**src/rtl/io_interrupt_controller_if.sv**
```systemverilog
`default_nettype none
// ============================================================================
//  Module      : io_interrupt_controller_if
//  Description : Keyboard, printer and CPU I/O-op signal bundle for the
//                interrupt controller.
//  Revision    : 1.0  initial release
// ============================================================================
interface io_interrupt_controller_if #(
    parameter int DATA_W = 8
);
    logic              kbd_valid;
    logic [DATA_W-1:0] kbd_data;
    logic              kbd_ready;
    logic              prn_valid;
    logic [DATA_W-1:0] prn_data;
    logic              prn_ready;
    logic              cpu_op_valid;
    logic [2:0]        cpu_op;
    logic [DATA_W-1:0] cpu_ac;
    logic [DATA_W-1:0] inpr;
    logic              fgi;
    logic              fgo;
    logic              ien;
    logic              skip;
    logic              irq;
    logic              irq_ack;
    logic              ovr;

    // Environment side: keyboard, printer and CPU drivers.
    modport master (
        output kbd_valid, kbd_data, prn_ready, cpu_op_valid, cpu_op, cpu_ac,
               irq_ack,
        input  kbd_ready, prn_valid, prn_data, inpr, fgi, fgo, ien, skip,
               irq, ovr
    );

    // Controller side.
    modport slave (
        input  kbd_valid, kbd_data, prn_ready, cpu_op_valid, cpu_op, cpu_ac,
               irq_ack,
        output kbd_ready, prn_valid, prn_data, inpr, fgi, fgo, ien, skip,
               irq, ovr
    );
endinterface
`default_nettype wire

```
**src/rtl/io_interrupt_controller.sv**
```systemverilog
`default_nettype none
// ============================================================================
//  Module      : io_interrupt_controller
//  Description : Basic-computer style I/O flags, printer handshake FSM and
//                interrupt request generation.
//  Revision    : 1.0  initial release
// ============================================================================
module io_interrupt_controller #(
    parameter int DATA_W    = 8,
    parameter int PRN_DELAY = 4
) (
    input  logic                      clk,
    input  logic                      rst,
    io_interrupt_controller_if.slave  bus
);

    localparam logic [2:0] c_OP_INP = 3'd0;
    localparam logic [2:0] c_OP_OUT = 3'd1;
    localparam logic [2:0] c_OP_SKI = 3'd2;
    localparam logic [2:0] c_OP_SKO = 3'd3;
    localparam logic [2:0] c_OP_ION = 3'd4;
    localparam logic [2:0] c_OP_IOF = 3'd5;

    localparam logic [7:0] c_BUSY_LOAD = 8'(PRN_DELAY - 1);

    typedef enum logic [1:0] {
        P_IDLE = 2'd0,
        P_SEND = 2'd1,
        P_BUSY = 2'd2
    } prn_state_t;

    prn_state_t        state_q;
    logic [7:0]        cnt_q;
    logic              fgi_q;
    logic              fgo_q;
    logic              ien_q;
    logic              irq_q;
    logic              skip_q;
    logic              ovr_q;
    logic              prn_valid_q;
    logic [DATA_W-1:0] inpr_q;
    logic [DATA_W-1:0] prn_data_q;

    logic w_op_inp;
    logic w_op_out;
    logic w_op_ski;
    logic w_op_sko;
    logic w_op_ion;
    logic w_op_iof;
    logic w_kbd_accept;

    assign w_op_inp = bus.cpu_op_valid && (bus.cpu_op == c_OP_INP);
    assign w_op_out = bus.cpu_op_valid && (bus.cpu_op == c_OP_OUT);
    assign w_op_ski = bus.cpu_op_valid && (bus.cpu_op == c_OP_SKI);
    assign w_op_sko = bus.cpu_op_valid && (bus.cpu_op == c_OP_SKO);
    assign w_op_ion = bus.cpu_op_valid && (bus.cpu_op == c_OP_ION);
    assign w_op_iof = bus.cpu_op_valid && (bus.cpu_op == c_OP_IOF);

    assign w_kbd_accept = bus.kbd_valid && !fgi_q;

    always_ff @(posedge clk) begin
        if (rst) begin
            state_q     <= P_IDLE;
            cnt_q       <= 8'd0;
            fgi_q       <= 1'b0;
            fgo_q       <= 1'b1;
            ien_q       <= 1'b0;
            irq_q       <= 1'b0;
            skip_q      <= 1'b0;
            ovr_q       <= 1'b0;
            prn_valid_q <= 1'b0;
            inpr_q      <= '0;
            prn_data_q  <= '0;
        end else begin
            // A newly arriving character wins over INP so it is never lost.
            if (w_kbd_accept) begin
                inpr_q <= bus.kbd_data;
                fgi_q  <= 1'b1;
            end else if (w_op_inp) begin
                fgi_q <= 1'b0;
            end

            skip_q <= (w_op_ski && fgi_q) || (w_op_sko && fgo_q);

            if (bus.irq_ack) begin
                ien_q <= 1'b0;
            end else if (w_op_ion) begin
                ien_q <= 1'b1;
            end else if (w_op_iof) begin
                ien_q <= 1'b0;
            end

            irq_q <= !bus.irq_ack && ien_q && (fgi_q || fgo_q);

            if (w_op_out && (state_q != P_IDLE)) begin
                ovr_q <= 1'b1;
            end

            case (state_q)
                P_IDLE: begin
                    if (w_op_out) begin
                        prn_data_q  <= bus.cpu_ac;
                        fgo_q       <= 1'b0;
                        prn_valid_q <= 1'b1;
                        state_q     <= P_SEND;
                    end
                end
                P_SEND: begin
                    if (bus.prn_ready) begin
                        cnt_q       <= c_BUSY_LOAD;
                        prn_valid_q <= 1'b0;
                        state_q     <= P_BUSY;
                    end
                end
                P_BUSY: begin
                    if (cnt_q == 8'd0) begin
                        fgo_q   <= 1'b1;
                        state_q <= P_IDLE;
                    end else begin
                        cnt_q <= cnt_q - 8'd1;
                    end
                end
                default: begin
                    prn_valid_q <= 1'b0;
                    state_q     <= P_IDLE;
                end
            endcase
        end
    end

    assign bus.kbd_ready = ~fgi_q;
    assign bus.prn_valid = prn_valid_q;
    assign bus.prn_data  = prn_data_q;
    assign bus.inpr      = inpr_q;
    assign bus.fgi       = fgi_q;
    assign bus.fgo       = fgo_q;
    assign bus.ien       = ien_q;
    assign bus.skip      = skip_q;
    assign bus.irq       = irq_q;
    assign bus.ovr       = ovr_q;

endmodule
`default_nettype wire

```
**src/flat_wrapper.sv**
```systemverilog
// flat-port wrapper written by rule: the top's interface ports become plain ports
module io_interrupt_controller_flat 
#(
    parameter int DATA_W    = 8,
    parameter int PRN_DELAY = 4
)
  (clk, rst, bus_kbd_valid, bus_kbd_data, bus_prn_ready, bus_cpu_op_valid, bus_cpu_op, bus_cpu_ac, bus_irq_ack, bus_kbd_ready, bus_prn_valid, bus_prn_data, bus_inpr, bus_fgi, bus_fgo, bus_ien, bus_skip, bus_irq, bus_ovr);
  io_interrupt_controller_if #(.DATA_W(DATA_W)) bus_i ();
  input  logic clk;
  input  logic rst;
  input wire logic [$bits(bus_i.kbd_valid)-1:0] bus_kbd_valid;
  input wire logic [$bits(bus_i.kbd_data)-1:0] bus_kbd_data;
  input wire logic [$bits(bus_i.prn_ready)-1:0] bus_prn_ready;
  input wire logic [$bits(bus_i.cpu_op_valid)-1:0] bus_cpu_op_valid;
  input wire logic [$bits(bus_i.cpu_op)-1:0] bus_cpu_op;
  input wire logic [$bits(bus_i.cpu_ac)-1:0] bus_cpu_ac;
  input wire logic [$bits(bus_i.irq_ack)-1:0] bus_irq_ack;
  output wire logic [$bits(bus_i.kbd_ready)-1:0] bus_kbd_ready;
  output wire logic [$bits(bus_i.prn_valid)-1:0] bus_prn_valid;
  output wire logic [$bits(bus_i.prn_data)-1:0] bus_prn_data;
  output wire logic [$bits(bus_i.inpr)-1:0] bus_inpr;
  output wire logic [$bits(bus_i.fgi)-1:0] bus_fgi;
  output wire logic [$bits(bus_i.fgo)-1:0] bus_fgo;
  output wire logic [$bits(bus_i.ien)-1:0] bus_ien;
  output wire logic [$bits(bus_i.skip)-1:0] bus_skip;
  output wire logic [$bits(bus_i.irq)-1:0] bus_irq;
  output wire logic [$bits(bus_i.ovr)-1:0] bus_ovr;
  assign bus_i.kbd_valid = bus_kbd_valid;
  assign bus_i.kbd_data = bus_kbd_data;
  assign bus_i.prn_ready = bus_prn_ready;
  assign bus_i.cpu_op_valid = bus_cpu_op_valid;
  assign bus_i.cpu_op = bus_cpu_op;
  assign bus_i.cpu_ac = bus_cpu_ac;
  assign bus_i.irq_ack = bus_irq_ack;
  assign bus_kbd_ready = bus_i.kbd_ready;
  assign bus_prn_valid = bus_i.prn_valid;
  assign bus_prn_data = bus_i.prn_data;
  assign bus_inpr = bus_i.inpr;
  assign bus_fgi = bus_i.fgi;
  assign bus_fgo = bus_i.fgo;
  assign bus_ien = bus_i.ien;
  assign bus_skip = bus_i.skip;
  assign bus_irq = bus_i.irq;
  assign bus_ovr = bus_i.ovr;
  io_interrupt_controller #(.DATA_W(DATA_W), .PRN_DELAY(PRN_DELAY)) u_core (.clk(clk), .rst(rst), .bus(bus_i));
endmodule
```
**config.mk**
```make
export PLATFORM = sky130hd
export DESIGN_NAME = io_interrupt_controller_flat
export DESIGN_NICKNAME = d
export VERILOG_FILES = /design/src/rtl/io_interrupt_controller_if.sv /design/src/rtl/io_interrupt_controller.sv /design/src/flat_wrapper.sv
export SDC_FILE = /design/constraint.sdc
export NUM_CORES = 1
export LEC_CHECK = 0
export ABC_AREA = 1
export BUFFER_PORTS_ARGS = -buffer_cell sky130_fd_sc_hd__buf_2
export CORE_AREA = 2 2 58 60
export DETAILED_ROUTE_END_ITERATION = 10
export DIE_AREA = 0 0 60 62
export PLACE_DENSITY_LB_ADDON = 0.08
export SYNTH_ARGS = -nofsm -noshare
export SYNTH_HDL_FRONTEND = slang
export SYNTH_SLANG_ARGS = --single-unit
```
**constraint.sdc**
```tcl
create_clock -name clk -period 1.6 [get_ports clk]
set_clock_uncertainty 0.1 [all_clocks]
set_input_delay 0.08 -clock clk [delete_from_list [all_inputs] [get_ports clk]]
set_output_delay 0.08 -clock clk [all_outputs]
set_load 0.005 [all_outputs]
```
==> impl_metrics.yaml <==
sta:
  period_minus_slack_ns: 1.51
  tightest_slew_ns: 0.480
  setup-violations-final: 0
  fmax_mhz: 664
  period_share: 0.942
  hold_viol_final: 0
  hold_ws_ns: 0.00315
  slew_viol_final: 0
  slew_headroom: 0.679
  setup_tns_ns: 0
  rsz0062_at_grt: "true"
clocking:
  cts_resized: 0
  clk_pin_slew_ns: 0.09
  cts_root_buf: "clkbuf_4"
  cts_buffers: 5
  clock_path_buffers: 2
  clock_sinks: 33
  cts_tree: "done"
  h-tree-depth: 2
  worstSkewPairLatency_ns: 0.32
place:
  portBuffers: 48
  place_inst: 287
  dp_hpwl_um: 2200
  gp_congestion: 0.810
drt:
  drt_iter0_drc: 85
  drc: 0
  vias: 1436
  met1_length_um: 1520
  wl_um: 3290
  met2_length_um: 1600
  wl_per_cell_um: 10.2
  top_layer: "met4"
  met3_length_um: 140
  via_per_inst: 4.47
  drt_first_pass_iters: 4
  ant_nets: 0
power_and_ir_drop:
  clkPwrFrac: 0.302
  p_switching_w: 0.000370
  vdd_drop_max_mv: 0.542
  p_comb_frac: 0.137
  p_seq_frac: 0.562
  leakagePower_nw: 1.01
  power_density_nw_per_um2: 750
  power_w: 0.00154
  intPower_w: 0.00117
  switching_share: 0.240
layout:
  nFillCells: 285
  finalNonFillerCells: 321
  layout-drive-gt1-share: 0.269
  antennaDiodeCount: 0
  area_delta_synth_final_pct: 43.5
  nets: 302
die:
  ios: 49
  initial_core_util: 0.451
  num_rows: 21
  die-area_um2: 3720
  die_x_um: 60
  coreArea_um2: 3180
  die_y_um: 62
global_route:
  grt_max_degree: 20
  grt_usage: 0.194
  grt_pass1_vias: 1305
  grt.overflow.total: 0
  antenna_found_initial: 0
  grt_pass1_wl_um: 5370
yosys:
  syn_area_per_cell_um2: 7.43
  synthTopCellsByArea: "dfxtp_1 (46%), nor2_1 (13%), o21ai_0 (7.3%)"
  yosysSeqAreaShare: 0.461
  synthCells: 193
  synth_top_area_share: 0.461
  syn-num-nets: 220
  ys_ff_latch: 33
  syn_area_um2: 1430
  yosys_warnings: 0
  yosysUniqueCellTypes: 22
  synth.largest_area_cell: "dfxtp_1"
worst_setup_path:
  path_class: "input port to flop"
  path_max_fanout: 3
  crit_path_start_kind: "input port"
  crit_required_ns: 1.72
  reg2reg_slack_ns: 0.13
  cp-end-kind: "flop"
  crit_arrival_ns: 1.63
job:
  max_cap_violations: 0
worst_hold_path:
  hold_path.class: "input port to flop"
outcome:
  status: "complete, no violations"
kinds of logic (layout without fill, tap and decap cells):
| logic type | Yosys count | after routing | synth area share |
|---|---|---|---|
| DFF | 33 | 33 | 0.461 |
| AOI/OAI and AO/OA | 36 | 36 | 0.135 |
| and+or+nand+nor | 100 | 100 | 0.322 |
| buffers and inverters | 20 | 102 | 0.0524 |
| adders and majority gates | 2 | 2 | 0.0174 |
| xor gates and xnor gates | 2 | 2 | 0.0122 |
worst paths after layout:
kind,to,startpoint,depth (start not counted)
max,u_core.bus.fgi$_SDFFE_PP0P_,bus_cpu_op[2],7
max reg2reg,u_core.cnt_q[7]$_SDFFE_PP0P_,u_core.cnt_q[1]$_SDFFE_PP0P_,9
min,u_core.cnt_q[4]$_SDFFE_PP0P_,rst,2
min reg2reg,u_core.bus.prn_valid$_SDFFE_PP0P_,u_core.bus.prn_valid$_SDFFE_PP0P_,2
metal layers:
layer | vias to the layer above | global-route usage
met5 | - | 0
met4 | 0 | 0.0667
met3 | 4 | 0.0559
met2 | 27 | 0.334
met1 | 623 | 0.232
li1 | 782 | -
synthesized netlist by cell type, drive strengths merged:
cell type,n
a21oi,13
clkbuf,2
dfxtp,33
ha,2
inv,18
nand2,27
nand3,11
nand3b,2
nand4,2
nor2,56
nor3,1
nor4,1
o21a,1
o21ai,22
xor2,2
critical path: stages:
cell and delay, ns:
dlygate4sd3_1 0.53, buf_2 0.14, nor2_1 0.12, nand3_1 0.08, nand2_1 0.06, a21oi_1 0.05, dlygate4sd3_1 0.56
layout by cell type (no fill, tap or decap), types with 2 or more instances in the layout:
master / instances
nor2_1: 49
buf_2: 48
dfxtp_1: 33
nand2_1: 25
dlygate4sd3_1: 24
o21ai_0: 21
inv_1: 15
nand3_1: 11
a21oi_1: 11
clkbuf_4: 5
buf_4: 5
nor2_4: 4
inv_2: 3
nand3b_1: 2
nor2_2: 2
nand2_2: 2
nand4_1: 2
a21oi_2: 2
xor2_1: 2
ha_1: 2
state kept, by name, indices dropped and copies added (netlist names):
signal and flops:
u_core.bus.inpr 8, u_core.bus.prn_data 8, u_core.cnt_q 8, u_core.state_q 2
u_core.bus.fgi 1, u_core.bus.fgo 1, u_core.bus.ien 1, u_core.bus.irq 1
u_core.bus.ovr 1, u_core.bus.prn_valid 1, u_core.bus.skip 1
per-stage QoR:
stage                     utilization  cell area (um2)  setup slack (ns)
after CTS                       0.640             2030            0.0949
after global routing            0.647             2060           -0.0321
final                           0.647             2060            0.0933
after floorplan                     -             1430             0.150
after detailed placement        0.547             1740             0.109
after global placement          0.547             1740             0.136
final cells by class:
class                           count  area [um2]  area share
Clock buffer                        7        55.1      0.0268
Inverter                           18        67.6      0.0328
Tap cell                           46        57.6      0.0280
Sequential cell                    33         661       0.321
Timing Repair Buffer               77         518       0.252
Multi-Input combinational cell    140         698       0.339
power by group through the flow:
stage | combinational, W | sequential, W | clock (W)
2_1_floorplan | 0.0000794 | 0.000889 | 0
5_1_grt | 0.000239 | 0.000871 | 0.000514
3_3_place_gp | 0.000164 | 0.000886 | 0
4_1_cts | 0.000209 | 0.000867 | 0.000482
3_5_place_dp | 0.000165 | 0.000886 | 0
6_report | 0.000211 | 0.000867 | 0.000465
timing repair:
action,4_1_cts,5_1_grt
buffers inserted,0,3
hold buffers,24,0
endpoints found under the setup margin,0,10
hold endpoints to repair,21,0
(Power assumes the default switching activity.)
